<file path="src/rtl/serial_adder_fsm.sv">
// Bit-serial WIDTH-bit adder: one full-adder evaluation per clock, LSB first,
// with the carry held in a register between bits and a start/done handshake.
module serial_adder_fsm #(
    parameter int WIDTH = 64
) (
    input  logic             clk,
    input  logic             rst_n,
    input  logic             start,
    input  logic [WIDTH-1:0] a,
    input  logic [WIDTH-1:0] b,
    input  logic             cin,
    output logic             busy,
    output logic             done,
    output logic [WIDTH-1:0] sum,
    output logic             cout,
    output logic             ovf
);

    localparam int CNT_W = $clog2(WIDTH) + 1;

    typedef enum logic [1:0] {
        IDLE = 2'd0,
        RUN  = 2'd1,
        DONE = 2'd2
    } state_t;

    state_t           r_state;
    state_t           w_state_next;
    logic             w_accept;

    logic [WIDTH-1:0] r_a_sh;
    logic [WIDTH-1:0] r_b_sh;
    logic [WIDTH-2:0] r_s_sh;
    logic             r_c;
    logic [CNT_W-1:0] r_cnt;

    logic             r_busy;
    logic             r_done;
    logic [WIDTH-1:0] r_sum;
    logic             r_cout;
    logic             r_ovf;

    logic             w_fa_x;
    logic             w_fa_s;
    logic             w_fa_c;
    logic             w_last;
    logic [WIDTH-1:0] w_s_full;

    // 1-bit full adder cell fed from the operand LSBs and the registered carry
    assign w_fa_x   = r_a_sh[0] ^ r_b_sh[0];
    assign w_fa_s   = w_fa_x ^ r_c;
    assign w_fa_c   = (r_a_sh[0] & r_b_sh[0]) | (w_fa_x & r_c);

    assign w_last   = (r_cnt == CNT_W'(WIDTH - 1));
    assign w_s_full = {w_fa_s, r_s_sh};

    always_ff @(posedge clk or negedge rst_n) begin
        if (!rst_n) begin
            r_state <= IDLE;
        end else begin
            r_state <= w_state_next;
        end
    end

    always_comb begin
        w_state_next = r_state;
        w_accept     = 1'b0;
        case (r_state)
            IDLE: begin
                if (start) begin
                    w_accept     = 1'b1;
                    w_state_next = RUN;
                end
            end
            RUN: begin
                if (w_last) begin
                    w_state_next = DONE;
                end
            end
            DONE:    w_state_next = IDLE;
            default: w_state_next = IDLE;
        endcase
    end

    // busy/done are registered copies of the state being entered
    always_ff @(posedge clk or negedge rst_n) begin
        if (!rst_n) begin
            r_a_sh <= '0;
            r_b_sh <= '0;
            r_s_sh <= '0;
            r_c    <= 1'b0;
            r_cnt  <= '0;
            r_busy <= 1'b0;
            r_done <= 1'b0;
            r_sum  <= '0;
            r_cout <= 1'b0;
            r_ovf  <= 1'b0;
        end else begin
            r_busy <= (w_state_next == RUN);
            r_done <= (w_state_next == DONE);
            if (w_accept) begin
                r_a_sh <= a;
                r_b_sh <= b;
                r_c    <= cin;
                r_cnt  <= '0;
            end else if (r_state == RUN) begin
                r_a_sh <= r_a_sh >> 1;
                r_b_sh <= r_b_sh >> 1;
                r_s_sh <= w_s_full[WIDTH-1:1];
                r_c    <= w_fa_c;
                r_cnt  <= r_cnt + CNT_W'(1);
                if (w_last) begin
                    r_sum  <= w_s_full;
                    r_cout <= w_fa_c;
                    r_ovf  <= r_c ^ w_fa_c;
                end
            end
        end
    end

    assign busy = r_busy;
    assign done = r_done;
    assign sum  = r_sum;
    assign cout = r_cout;
    assign ovf  = r_ovf;

endmodule

</file>
<file path="config.mk">
export PLATFORM = sky130hd
export DESIGN_NAME = serial_adder_fsm
export DESIGN_NICKNAME = d
export VERILOG_FILES = /design/src/rtl/serial_adder_fsm.sv
export SDC_FILE = /design/constraint.sdc
export NUM_CORES = 1
export LEC_CHECK = 0
export CAP_MARGIN = 5
export CORE_MARGIN = 5
export CORE_UTILIZATION = 45
export DETAILED_ROUTE_END_ITERATION = 16
export HOLD_SLACK_MARGIN = 0.1
export PLACE_DENSITY = 0.7
export SYNTH_ARGS = -nofsm -noshare
export SYNTH_HDL_FRONTEND = slang
export SYNTH_SLANG_ARGS = --single-unit
</file>
<file path="constraint.sdc">
create_clock -name clk -period 1.95 [get_ports clk]
set_input_delay 0.4875 -clock clk [delete_from_list [all_inputs] [get_ports clk]]
set_output_delay 0.4875 -clock clk [all_outputs]
set_load 0.05 [all_outputs]
</file>
==> impl_metrics.toml <==
[synth]
synthXorXnorAreaFrac_pct = 0.0802
synthAdderAreaFrac_pct = 0.298
synth.yosys.warnings = 0
postSynthCellCount = 1032
synth_mux_area_share_pct = 7.18
synth_cell_types = 29
synth_top_cell_area_share_pct = 61.6
synth-simple-area-share_pct = 12.3
synth-seq-area-share_pct = 61.6
yosys.area.top_type = "dfrtp_1"
synth_top_family_by_area = "compound AO/OA/AOI/OAI gates"
syn_nets = 1166
netlist_area_sq_mm = 0.0109
synth_area_leaders = "dfrtp_1 (62%), nand2_1 (11%), a22oi_1 (8.7%), o21ai_0 (6.1%), mux2_1 (4.1%)"
synth-compound-area-share_pct = 15.2
syn_avg_cell_area_sq_um = 10.6
ys_ff_latch = 269

[status]
outcome = "complete, no violations"

[floorplan]
die_h_microns = 166
core_area_sq_mm = 0.0241
num_rows = 57
dieArea_sq_mm = 0.0275
io_pins = 200
initial_core_util_pct = 45.3
die_w_microns = 166

[clocking]
clock-sinks = 269
cts_buffers = 29
htreeDepth = 1
cts_tree = "yes"
clk_latency_ns = 0.53
root_buffer = "clkbuf_16"
clock_path_buffers = 3
clk_pin_slew_ns = 0.06

[sta]
fin_crit_ns = 1.88
holdWs_ns = 0.476
clock_skew_ns = 0.0143
hold_violations = 0
fmax_mhz = 532
slew_headroom_pct = 44.5
slew_violations = 0
post-route-period-util_pct = 96.4
final-setup-viol-count = 0
tightest_slew_ns = 0.833

[worst_setup_path]
r2r-start = "r_state[1]"
crit_type = "flip-flop to flip-flop"
worstPathMaxFanout = 32
start_kind = "flip-flop"
crit_path_end_kind = "flip-flop"
startpoint = "r_state[1]"
cp.arrival_ns = 2.30
cp.required_ns = 2.37

[layout]
area_growth_pct = 29.8
fin_nets = 1348
drive_gt1_share_pct = 14.4
design_area_sq_mm = 0.0142
fin_util_pct = 58.8
layout_common_cells = "nand2_1 (326), dfrtp_1 (267), o21ai_0 (134), clkdlybuf4s50_1 (130), a22oi_1 (127)"
final_common_cell = "nand2_1"

[pwr]
leakagePower_nw = 6.41
peakVddDrop_uv = 626
power_density_mw_per_mm2 = 1100

[routing]
wl_mm = 25.8
dr.pass1.iters = 5
drt_iter0_drc = 616
vias = 8243
viasPerCell = 5.29
route.detailed.drc = 0
wl_per_cell_microns = 16.6
drtAntennaViolNets = 0

[placement]
dp_hpwl_mm = 16.6
place_area_sq_mm = 0.0132
io_buffers = 199
place_congestion = 0.783

[min_path]
hp-class = "flip-flop to flip-flop"
hp-start = "r_b_sh[45]"

[grt]
grt_max_degree = 80
grt_pass1_wl_mm = 42.5
grt_usage_pct = 18.0
grt_pass1_vias = 8218
overflow = 0
antenna_found_initial = 2

[flow_run]
max-cap-violations = 0
timing repair:
action                     4_1_cts  5_1_grt
setup endpoints to repair        0       64
gates resized for setup          0        5
buffers inserted                 0        1
hold endpoints to repair        46        0
hold buffers                     1        0
where the power goes:
| group | internal (mW) | total (mW) | switching, mW |
|---|---|---|---|
| Combinational | 1.30 | 2.82 | 1.52 |
| Clock | 3.12 | 5.23 | 2.11 |
| Sequential | 6.79 | 7.59 | 0.797 |
| Total | 11.2 | 15.6 | 4.43 |
critical path, cell delays in order, from the launching register on:
cell	delay (ns)
dfrtp_4	0.47
nand3b_1	0.23
nor4_4	0.30
buf_6	0.18
buf_12	0.23
mux2_2	0.35
metrics by stage:
step	setup TNS (ns)	setup WS, ns	power [mW]	instances
floorplan	0	0.206	9.31	1032
global placement	0	0.0823	10.4	1503
detailed placement	0	0.00855	10.5	1503
CTS	0	0.000468	15.8	1554
global route	-0.459	-0.0203	16.5	1558
finish	0	0.0701	15.6	1558
metal layers:
layer / routed length (microns) / global-route usage [%]
met1: 11700 / 26.0
met2: 12100 / 28.0
met5: 13 / 0
met3: 1710 / 4.81
met4: 388 / 3.37
registers in the layout, summed over array words and instances (netlist names), 2 cells and up:
name     flops
r_a_sh      64
r_b_sh      64
r_cnt        7
r_s_sh      63
r_state      2
sum         64
synthesized netlist by cell type:
cell and count:
nor2b_1 2, nand2b_1 3, dfrtp_1 269, buf_6 5
clkbuf_1 50, nor3b_1 1, mux2_1 40, o21ai_0 134
xor2_1 1, nor2_1 2, a22oi_1 127, buf_1 9
ha_1 1, a22o_1 1, nor4_4 1, buf_4 1
nand4_1 2, nor3_1 2, nor4_1 2, nand3b_1 1
nand3_1 2, mux2i_1 3, o22ai_1 2, fa_1 1
o21bai_1 1, mux2_2 27, buf_2 15, nand2_1 326
o311ai_0 1
kinds of logic (layout without fill, tap and decap cells):
family	after synthesis	after routing
adders and majority gates	2	2
other	0	1
AOI/OAI and AO/OA	266	266
muxes	70	70
xor gates and xnor gates	1	1
buffers and inverters	80	281
DFF	269	269
and+or+nand+nor	344	344
worst paths after layout:
| kind | slack, ns | to | depth (start not counted) |
|---|---|---|---|
| setup reg to reg | 0.07 | sum[2] | 5 |
| hold / removal | 0.48 | r_b_sh[45] | 2 |
| setup / recovery | 0.07 | sum[2] | 5 |
| min in group asynchronous | 0.49 | sum[51] | 2 |
| max in group asynchronous | 0.80 | r_b_sh[36] | 3 |
| hold reg to reg | 0.48 | r_b_sh[45] | 2 |
layout make-up:
type,instances,area (sq um)
antenna,1,2.50
multi-input combinational,683,3860
clock buffer,43,848
clock inverter,7,67.6
tap,324,405
fill,2020,9930
sequential,269,6740
timing repair buffer,231,2260
Note: power is estimated with default switching activity, not from simulation.
